`src/rtl/piso_bit_serializer_if.sv`:
```
// Parallel-load handshake plus serial bit stream shared by the serializer and its neighbours.
interface piso_bit_serializer_if #(
  parameter int unsigned WIDTH = 8
);
  logic             load_valid;
  logic [WIDTH-1:0] load_data;
  logic             load_ready;
  logic             x_out;
  logic             x_valid;
  logic             x_last;

  modport master (
    output load_valid, load_data,
    input  load_ready, x_out, x_valid, x_last
  );

  modport slave (
    input  load_valid, load_data,
    output load_ready, x_out, x_valid, x_last
  );
endinterface

```
`src/rtl/piso_bit_serializer.sv`:
```
// Parallel-in serial-out shifter with a one-word holding buffer for gapless back-to-back words.
module piso_bit_serializer #(
  parameter int unsigned WIDTH     = 8,
  parameter bit          MSB_FIRST = 1'b1
) (
  input  logic                    clk,
  input  logic                    rst,
  piso_bit_serializer_if.slave    bus,
  output logic                    busy,
  output logic [7:0]              word_count
);

  localparam int unsigned IW = $clog2(WIDTH);

  typedef enum logic {IDLE, SHIFT} state_t;

  state_t           state_q, state_d;
  logic [WIDTH-1:0] sh_q, sh_d;
  logic [WIDTH-1:0] hold_q, hold_d;
  logic             hold_full_q, hold_full_d;
  logic [IW-1:0]    idx_q, idx_d;
  logic [7:0]       cnt_q, cnt_d;

  logic             xfer;
  logic             last_bit;
  logic [WIDTH-1:0] sh_next;

  assign bus.load_ready = !hold_full_q;
  assign xfer           = bus.load_valid && !hold_full_q;
  assign last_bit       = (state_q == SHIFT) && (idx_q == IW'(WIDTH - 1));
  assign sh_next        = MSB_FIRST ? {sh_q[WIDTH-2:0], 1'b0} : {1'b0, sh_q[WIDTH-1:1]};

  assign bus.x_valid = (state_q == SHIFT);
  assign bus.x_out   = (state_q == SHIFT) && (MSB_FIRST ? sh_q[WIDTH-1] : sh_q[0]);
  assign bus.x_last  = last_bit;
  assign busy        = (state_q == SHIFT) || hold_full_q;
  assign word_count  = cnt_q;

  always_comb begin
    state_d     = state_q;
    sh_d        = sh_q;
    hold_d      = hold_q;
    hold_full_d = hold_full_q;
    idx_d       = idx_q;
    cnt_d       = cnt_q;
    unique case (state_q)
      IDLE: begin
        if (xfer) begin
          sh_d    = bus.load_data;
          idx_d   = '0;
          state_d = SHIFT;
        end
      end
      SHIFT: begin
        if (last_bit) begin
          // Refill on the last-bit edge so the next word follows with no gap.
          cnt_d = cnt_q + 8'd1;
          idx_d = '0;
          if (hold_full_q) begin
            sh_d        = hold_q;
            hold_full_d = 1'b0;
          end else if (xfer) begin
            sh_d = bus.load_data;
          end else begin
            sh_d    = '0;
            state_d = IDLE;
          end
        end else begin
          sh_d  = sh_next;
          idx_d = idx_q + IW'(1);
          if (xfer) begin
            hold_d      = bus.load_data;
            hold_full_d = 1'b1;
          end
        end
      end
      default: state_d = IDLE;
    endcase
  end

  always_ff @(posedge clk or posedge rst) begin
    if (rst) begin
      state_q     <= IDLE;
      sh_q        <= '0;
      hold_q      <= '0;
      hold_full_q <= 1'b0;
      idx_q       <= '0;
      cnt_q       <= '0;
    end else begin
      state_q     <= state_d;
      sh_q        <= sh_d;
      hold_q      <= hold_d;
      hold_full_q <= hold_full_d;
      idx_q       <= idx_d;
      cnt_q       <= cnt_d;
    end
  end

endmodule
```
`src/flat_wrapper.sv`:
```
// flat-port wrapper written by rule: the top's interface ports become plain ports
module piso_bit_serializer_flat 
#(
  parameter int unsigned WIDTH     = 8,
  parameter bit          MSB_FIRST = 1'b1
)
  (clk, rst, busy, word_count, bus_load_valid, bus_load_data, bus_load_ready, bus_x_out, bus_x_valid, bus_x_last);
  piso_bit_serializer_if #(.WIDTH(WIDTH)) bus_i ();
  input  logic clk;
  input  logic rst;
  output logic busy;
  output logic [7:0] word_count;
  input wire logic [$bits(bus_i.load_valid)-1:0] bus_load_valid;
  input wire logic [$bits(bus_i.load_data)-1:0] bus_load_data;
  output wire logic [$bits(bus_i.load_ready)-1:0] bus_load_ready;
  output wire logic [$bits(bus_i.x_out)-1:0] bus_x_out;
  output wire logic [$bits(bus_i.x_valid)-1:0] bus_x_valid;
  output wire logic [$bits(bus_i.x_last)-1:0] bus_x_last;
  assign bus_i.load_valid = bus_load_valid;
  assign bus_i.load_data = bus_load_data;
  assign bus_load_ready = bus_i.load_ready;
  assign bus_x_out = bus_i.x_out;
  assign bus_x_valid = bus_i.x_valid;
  assign bus_x_last = bus_i.x_last;
  piso_bit_serializer #(.WIDTH(WIDTH), .MSB_FIRST(MSB_FIRST)) u_core (.clk(clk), .rst(rst), .bus(bus_i), .busy(busy), .word_count(word_count));
endmodule
```
`config.mk`:
```
export PLATFORM = sky130hd
export DESIGN_NAME = piso_bit_serializer_flat
export DESIGN_NICKNAME = d
export VERILOG_FILES = /design/src/rtl/piso_bit_serializer_if.sv /design/src/rtl/piso_bit_serializer.sv /design/src/flat_wrapper.sv
export SDC_FILE = /design/constraint.sdc
export NUM_CORES = 1
export LEC_CHECK = 0
export BUFFER_PORTS_ARGS = -buffer_cell sky130_fd_sc_hd__buf_4
export CAP_MARGIN = 20
export CORE_MARGIN = 2
export CORE_UTILIZATION = 30
export CTS_CLUSTER_SIZE = 14
export DETAILED_ROUTE_END_ITERATION = 8
export GPL_TIMING_DRIVEN = 0
export PLACE_DENSITY = 0.54
export RECOVER_POWER = 100
export SYNTH_ARGS = -nofsm -noshare
export SYNTH_HDL_FRONTEND = slang
export SYNTH_SLANG_ARGS = --single-unit
```
`constraint.sdc`:
```
create_clock -name clk -period 4.5 [get_ports clk]
set_input_delay 0.45 -clock clk [delete_from_list [all_inputs] [get_ports clk]]
set_output_delay 0.45 -clock clk [all_outputs]
set_load 0.05 [all_outputs]
```
== Yosys cells after proc, flatten, opt, wreduce, memory -nomap -nowiden ==
Cells that the tools add are included.

* Reduce and logical (&&, ||, !) cells: 9
* Mux-type cells: 14
* Add/subtract/negate cells: 2
* Bitwise gates (word level): 2
* Eq/ne operators: 2

{| class="wikitable"
|+ Operators by type and width
! kind !! count
|-
| 8-bit two-way mux || 4
|-
| 8-bit case mux with 2 select lines || 1
|-
| 8-bit by 1-bit adder with 8-bit output, second input constant || 1
|-
| 3-bit two-way mux || 2
|-
| 3-bit case mux with 2 select lines || 1
|-
| 1-bit two-way mux || 5
|-
| 2-bit AND reduction || 2
|-
| 3-bit by 1-bit adder with 3-bit output, second input constant || 1
|-
| 3-bit equality test, second input constant || 1
|-
| 1-bit logical AND || 3
|-
| 3-bit AND reduction || 1
|-
| 2-bit by 1-bit != test with 1-bit output, second input constant || 1
|-
| 1-bit NOT || 2
|-
| 1-bit case mux with 2 select lines || 1
|-
| 2-bit nonzero test || 1
|-
| 1-bit zero test || 1
|-
| 1-bit logical OR || 1
|}

* Logic and storage cells: 35
* Bits of input ports: 11
* Register bits: 29
* Output and inout bits: 13

== Longest topological paths before layout ==
Gate-level depths: netlist (run 1).

* Depth in word-level cells: 6
* Gate-level depth with buffers: 6
* Mapped depth without buffers: 6

== Worst setup path after synthesis (run 1) ==
No wires, ideal clock.

* Kind: register -> register
* Start point: register u_core.state_q, in the netlist u_core.bus.x_valid
* End point: register u_core.cnt_q[1], in the netlist u_core.word_count[1]
* Arrival time: 1.714 ns
* Clock period less this slack: 1.839 ns
* Setup time: 0.125 ns
* Setup slack: 2.661 ns
* Stages on the path, launching flop included: 5
* Data required time: 4.375 ns
* Buffers on the path: 1
* Path through: dfrtp_1 > buf_4 > nand2_1 > inv_1 > mux2_2

* Longest elaborated chain between the ends: 2

{| class="wikitable"
|+ Ends and longest elaborated chain
! item !! line !! RTL
|-
| from (decl) || piso_bit_serializer.sv:17 || <nowiki>state_t state_q, state_d;</nowiki>
|-
| from (signal assigned) || piso_bit_serializer.sv:90 || <nowiki>state_q <= state_d;</nowiki>
|-
| 1-bit logical AND || piso_bit_serializer.sv:30 || <nowiki>assign last_bit = (state_q == SHIFT) && (idx_q == IW'(WIDTH - 1));</nowiki>
|-
| net bus_x_last || flat_wrapper.sv:18 || <nowiki>output wire logic [$bits(bus_i.x_last)-1:0] bus_x_last;</nowiki>
|-
| 2-bit AND reduction (no source line) || - ||
|-
| to (signal assigned) || piso_bit_serializer.sv:95 || <nowiki>cnt_q <= cnt_d;</nowiki>
|-
| to (decl) || piso_bit_serializer.sv:22 || <nowiki>logic [7:0] cnt_q, cnt_d;</nowiki>
|}

The timed path passes the listed nets, and every way through them passes these cells.
A chain may end at the register's enable or synchronous reset.

== Final worst setup path (run 1) ==
* Start point: register u_core.state_q, in the netlist u_core.bus.x_valid
* End point: output port bus_x_last

* Longest elaborated chain between the ends: 1

{| class="wikitable"
|+ Ends and longest elaborated chain
! item !! line
|-
| 1-bit logical AND || piso_bit_serializer.sv:30
|-
| to (decl) || flat_wrapper.sv:18
|}

Every way passes these cells.

==> impl_metrics.ini, run 1 <==
[worst_setup_path]
r2r_cells = 6
worstPathMaxFanout = 10
worstSetupPathType = register to primary output
cp-start-kind = register
startpoint = u_core.bus.x_valid$_DFF_PP0_
r2r-start = u_core.idx_q[0]$_DFFE_PP0P_
cp.arrival_ns = 1.86
endpoint_kind = primary output
required_ns = 4.05

[floorplanning]
dieHeight_um = 70.6
initial_core_util_pct = 30.8
rows = 24
core_um2 = 4320
top_level_ports = 24
die_w_um = 70.6
die_area_um2 = 4990

[grt]
antenna_found_initial = 0
grt.total_usage_pct = 12.1
grt_max_degree = 30
grt_pass1_wl_mm = 4.76
grt-ovfl-total = 0
grtUsageMet3_pct = 3.56
grt_pass1_vias = 985
use_met1_pct = 17.1
top_usage_layer = met2
grt_use_met2_pct = 18.1

[run_status]
status = complete, no violations

[logic_synthesis]
yosys_register_bits = 29
synth.avg_cell_area_um2 = 12.5
syn_nets = 121
synth_cells = 107
netlist_top_cells_area = dfrtp_1 54%, mux2_4 9.0%, a221oi_1 4.6%
synth_top_cell_by_area = dfrtp_1
yosysTopAreaCellShare_pct = 54.5
synth.distinct_cells = 31
netlist_area_um2 = 1330
seq_area_frac_synth_pct = 54.5
yosys_warnings = 0

[clocking]
cts_buffers = 5
cts_resized = 0
path_clk_slew_ns = 0.06
cts_max_level = 2
cts_tree = yes
clock-sinks = 29
cts_max_path_buffers = 2
cts.hold.buffers_added = 0
cts_setup_buffers = 0
clk_latency_ns = 0.27
cts_root_buf = clkbuf_8

[detailed_routing]
vias = 935
route.detailed.drc = 0
drt_iter0_markers = 52
dr.pass1.iters = 4
drt_wl_total_mm = 2.70
routedWlPerCell_um = 14.2
drtAntennaViolNets = 0
viasPerCell = 4.90

[flow_run]
drv_cap = 0

[power_and_ir_drop]
power.density_nw_per_um2 = 681
finalPower_mw = 1.08
cellLeakagePower_nw = 0.703
vdd_ir_drop_max_v = 0.000238

[sta]
skew_ns = 0.00379
hold_viol_final = 0
period_needed_ns = 2.31
period_share_pct = 51.4
max_slew_margin_pct = 43.2
fmax_mhz = 433
drv_slew = 0
finalSetupViolations = 0
worstMarginPinSlew_ns = 0.853
fin_tns_setup_ns = 0
rsz0062_at_grt = false

[layout]
num-fill-cells = 479
finalCoreUtilization_pct = 36.7
syn2layout_area_growth_pct = 19.1
fin_cells = 191
final_cell_area_um2 = 1590
diodes = 0
drive_gt1_share_pct = 18.0
nets = 152

[placement]
numPlacedInstances = 182
place_hpwl_mm = 1.89
post_dp_cell_area_um2 = 1570
portBuffers = 23
globalplace.congestion = 0.745

[hold_path]
hold_path_class = input port to asynchronous set/reset pin
state kept, by name, summed over array words and instances, names as in the netlist:
name and cells:
u_core.bus.x_valid 1, u_core.sh_q 8, u_core.hold_q 8, u_core.word_count 8, u_core.idx_q 3, u_core.hold_full_q 1
cells in the mapped netlist, drive strengths merged:
| library cell | instances |
|---|---|
| nor2b | 2 |
| ha | 3 |
| or2 | 1 |
| nand2b | 1 |
| xnor2 | 3 |
| mux2 | 10 |
| o22ai | 1 |
| nand4 | 2 |
| inv | 3 |
| nor2 | 11 |
| buf | 3 |
| a22oi | 1 |
| and2 | 3 |
| mux2i | 1 |
| clkbuf | 2 |
| a22o | 2 |
| nor3 | 2 |
| nand2 | 5 |
| dfrtp | 29 |
| a221oi | 7 |
| o2bb2ai | 7 |
| a21o | 1 |
| xor2 | 4 |
| a21oi | 1 |
| nand3 | 2 |
cell type report:
cell class                      instances  area, um2  area share, %
Timing Repair Buffer                   24        131           8.28
Clock buffer                            7       96.3           6.07
Sequential cell                        29        726           45.7
Multi-Input combinational cell         70        533           33.6
Clock inverter                          1       5.00          0.315
Inverter                                3       11.3          0.710
Buffer                                  5       18.8           1.18
Tap cell                               52       65.1           4.10
metal layers:
metal	vias up	routed length [um]
li1	444	-
met1	464	1220
met2	27	1300
met3	0	181
met4	0	0
met5	-	0
cell usage in the layout (no fill, tap or decap), types with 2 or more instances in the layout:
cell type,synthesis,final
nand4_1,2,2
a221oi_1,7,7
and2_1,3,3
dfrtp_1,29,29
xor2_1,4,4
nand2_1,5,5
buf_4,1,10
nand3_1,2,2
nor3_1,1,2
xnor2_1,3,3
o2bb2ai_1,7,7
clkbuf_1,2,18
a22o_1,2,2
nor2_1,10,10
inv_1,3,3
clkbuf_8,0,7
mux2_1,0,7
ha_1,3,3
mux2_2,2,2
critical path, cell delays in order, from the launching register on:
cell and delay [ns]:
dfrtp_1 0.40, clkbuf_1 0.38, nand2_1 0.18, inv_1 0.15, clkbuf_1 0.48
per-stage QoR:
step           setup slack, ns  hold WS (ns)
6_report                  2.19         0.230
2_1_floorplan             2.66         0.448
4_1_cts                   2.44         0.409
5_1_grt                   2.00         0.284
3_5_place_dp              2.73         0.469
3_3_place_gp              2.77         0.459
final timing paths:
check / to / slack [ns]
max: bus_x_last / 2.19
min: u_core.word_count[5]$_DFFE_PP0P_ / 0.23
max reg2reg: u_core.hold_q[6]$_DFFE_PP0P_ / 2.43
min reg2reg: u_core.word_count[7]$_DFFE_PP0P_ / 0.48
max in group asynchronous: u_core.sh_q[2]$_DFFE_PP0P_ / 3.12
min in group clk: u_core.hold_q[5]$_DFFE_PP0P_ / 0.41
power by group:
part	leakage [nW]	switching (mW)	internal [mW]
sequential	0.355	0.0745	0.369
clock	0.0542	0.0922	0.138
combinational	0.294	0.254	0.154
total	0.703	0.420	0.660
cell families (layout without fill, tap and decap cells):
family	count (synthesis)	in the layout	share of synthesized area, %
XOR/XNOR	7	7	4.60
multiplexers	11	11	11.5
AO/OA/AOI/OAI	20	20	12.5
flip-flops	29	29	54.5
adder cells (fa/ha/maj)	3	3	2.82
buffers and inverters	8	40	3.19
AND/OR/NAND/NOR	29	29	11.0
Power figures use the tool's default switching activity.
==> run 2, diff against run 1 <==
--- a/config.mk
+++ b/config.mk
@@ -5,6 +5,7 @@
 export SDC_FILE = /design/constraint.sdc
 export NUM_CORES = 1
 export LEC_CHECK = 0
+export ABC_AREA = 1
 export BUFFER_PORTS_ARGS = -buffer_cell sky130_fd_sc_hd__buf_4
 export CAP_MARGIN = 20
 export CORE_MARGIN = 2
@@ -12,7 +13,7 @@
 export CTS_CLUSTER_SIZE = 14
 export DETAILED_ROUTE_END_ITERATION = 8
 export GPL_TIMING_DRIVEN = 0
-export PLACE_DENSITY = 0.54
+export PLACE_DENSITY = 0.56
 export RECOVER_POWER = 100
 export SYNTH_ARGS = -nofsm -noshare
 export SYNTH_HDL_FRONTEND = slang
==> constraint.sdc (replaced) <==
create_clock -name clk -period 2.1 [get_ports clk]
set_input_delay 0.21 -clock clk [delete_from_list [all_inputs] [get_ports clk]]
set_output_delay 0.21 -clock clk [all_outputs]
set_load 0.05 [all_outputs]
==> run 2 against run 1 <==
Net effect:
- die area increased by 8.5%
- largest power group is now combinational logic
- non-clock buffer count decreased by 1
- largest cell class unchanged
- cell count increased by 28%
- the flow now finishes with violations (hold timing)
- utilization decreased by 0.74 points
- critical path type unchanged
==> impl_metrics.ini, run 2 <==
[run_status]
status = finished, violations left
failed_checks = hold timing

[clocking]
cts_root_buf = clkbuf_8
cts_resized = 0
clk_latency_ns = 0.28
cts.hold.buffers_added = 0
path_clk_slew_ns = 0.07
cts_max_path_buffers = 2
cts_max_level = 2
cts_setup_buffers = 0
cts_tree = yes
cts_buffers = 5
clock-sinks = 29

[detailed_routing]
routedWlPerCell_um = 12.2
route.detailed.drc = 0
drt_iter0_markers = 78
drt_wl_total_mm = 2.98
drtAntennaViolNets = 0
dr.pass1.iters = 4
vias = 1107
viasPerCell = 4.52

[floorplanning]
die_area_um2 = 5410
core_um2 = 4690
rows = 25
top_level_ports = 24
dieHeight_um = 73.6
die_w_um = 73.6
initial_core_util_pct = 31.0

[layout]
final_common_cell = nand2_1
nets = 204
multi_input_area_um2 = 546
regArea_um2 = 726
final_cell_area_um2 = 1690
num-fill-cells = 491
diodes = 0
drive_gt1_share_pct = 15.7
layout_common_cells = 41 x nand2_1, 29 x dfrtp_1, 26 x inv_1, 15 x o21ai_0, 13 x clkbuf_1
syn2layout_area_growth_pct = 16.1

[logic_synthesis]
synth_top_cell_by_area = dfrtp_1
syn_nets = 173
netlist_area_um2 = 1450
netlist_top_cells_area = dfrtp_1 50%, nand2_1 9.8%, inv_1 6.2%
synthArstFlopShare_pct = 100
synth-main-ff-cell = dfrtp_1
synth_cells = 159
yosysTopAreaCellShare_pct = 50.0
synthTopCellsByCount = 38 x nand2_1, 29 x dfrtp_1, 24 x inv_1
synth.distinct_cells = 24
synth-edff-count = 0
yosys_warnings = 0
seq_area_frac_synth_pct = 50.0
yosysMostFrequentCell = nand2_1
yosys_register_bits = 29
synth.avg_cell_area_um2 = 9.14

[grt]
grt-ovfl-total = 0
grt_max_degree = 16
grt.total_usage_pct = 12.4
grt_pass1_wl_mm = 5.05
antenna_found_initial = 0
grt_pass1_vias = 1034

[sta]
rsz0062_at_grt = false
period_needed_ns = 1.90
skew_ns = 0.00522
fin_tns_setup_ns = 0
hold_viol_final = 14
fin_ws_ns = 0.201
max_slew_margin_pct = 42.9
hold_slack_ns = -0.0238
fmax_mhz = 527
finalSetupViolations = 0
worstMarginPinSlew_ns = 0.857
drv_slew = 0
period_share_pct = 90.4

[worst_setup_path]
cp_slowest_cell = dfrtp_1
startpoint = u_core.idx_q[0]$_DFFE_PP0P_
critPathMostFrequentCell = ha_1
cp_cell_sequence = ha_1 -> ha_1 -> nand2_4 -> inv_1 -> clkbuf_2
worstPathMaxFanout = 5
cp.arrival_ns = 1.69
slowest_delay_ns = 0.37
r2r-start = u_core.idx_q[0]$_DFFE_PP0P_
worstSetupPathType = register to primary output
required_ns = 1.89
cp-start-kind = register
endpoint_kind = primary output

[placement]
globalplace.congestion = 0.690
place_ws_ns = 0.416
portBuffers = 23
place_hpwl_mm = 2.12
post_dp_cell_area_um2 = 1720

[power_and_ir_drop]
power.density_nw_per_um2 = 1390
p_int_mw = 1.32
vdd_ir_drop_max_v = 0.000550
clkPwrFrac_pct = 19.3
p_sw_mw = 1.02
p_sw_share_pct = 43.6
cellLeakagePower_nw = 0.826
finalPower_mw = 2.34
combPwrFrac_pct = 42.6
power_frac_seq_pct = 38.1

[hold_path]
hold_path_class = input port to asynchronous set/reset pin

[flow_run]
drv_cap = 0
==> run 2: worst max-delay path, delay by kind of cell (launching register included) <==
kind	cells	cell delay, ns
fa+ha+maj	2	0.48
buf+inv	2	0.45
flops	1	0.37
simple gates	1	0.11
==> run 2: final timing paths <==
kind	to	slack (ns)	cells past startpoint
max in group asynchronous	u_core.hold_q[0]$_DFFE_PP0P_	0.97	3
worst min-delay path	u_core.idx_q[0]$_DFFE_PP0P_	-0.02	2
worst min register to register	u_core.idx_q[0]$_DFFE_PP0P_	0.48	1
min in group clk	u_core.hold_full_q$_DFFE_PP0P_	0.17	3
worst max-delay path	bus_x_last	0.20	5
worst max register to register	u_core.hold_q[6]$_DFFE_PP0P_	0.28	6
==> run 2: layout make-up <==
| class | instances | share of cell area, % |
|---|---|---|
| Clock buffer | 5 | 4.08 |
| Clock inverter | 3 | 1.04 |
| Inverter | 26 | 5.79 |
| Sequential cell | 29 | 43.0 |
| Tap cell | 54 | 4.01 |
| Timing Repair Buffer | 24 | 7.86 |
| Buffer | 4 | 1.85 |
| Multi-Input combinational cell | 100 | 32.3 |
==> run 2: through the flow <==
step                      instances  util [%]
final                           245      35.9
after CTS                       245      38.5
after global routing            245      35.9
after floorplan                 159         -
after global placement          236      36.1
after detailed placement        237      36.7
==> run 2: cell families (layout without fill, tap and decap cells) <==
| group | count (synthesis) | in the layout | share of synthesized area, % |
|---|---|---|---|
| XOR/XNOR | 4 | 4 | 2.41 |
| adder cells (fa/ha/maj) | 3 | 3 | 2.58 |
| AND/OR/NAND/NOR | 63 | 63 | 21.1 |
| AO/OA/AOI/OAI | 30 | 30 | 14.6 |
| flip-flops | 29 | 29 | 50.0 |
| buffers and inverters | 30 | 62 | 9.39 |
==> run 2: power by group through the flow <==
| stage | Combinational (mW) | Sequential, mW | Clock [mW] |
|---|---|---|---|
| 3_3_place_gp | 1.14 | 0.901 | 0 |
| 3_5_place_dp | 1.16 | 0.899 | 0 |
| 2_1_floorplan | 0.735 | 1.03 | 0 |
| 5_1_grt | 1.14 | 0.922 | 0.492 |
| 4_1_cts | 1.16 | 0.893 | 0.469 |
| 6_report | 0.997 | 0.892 | 0.452 |
==> run 2: metal layers <==
metal	part of all wire, %	up-vias	GRT usage, %
li1	-	575	-
met1	49	507	17.2
met5	0	-	0
met3	4.2	3	4.12
met4	0.64	0	5.45
met2	46	22	17.7
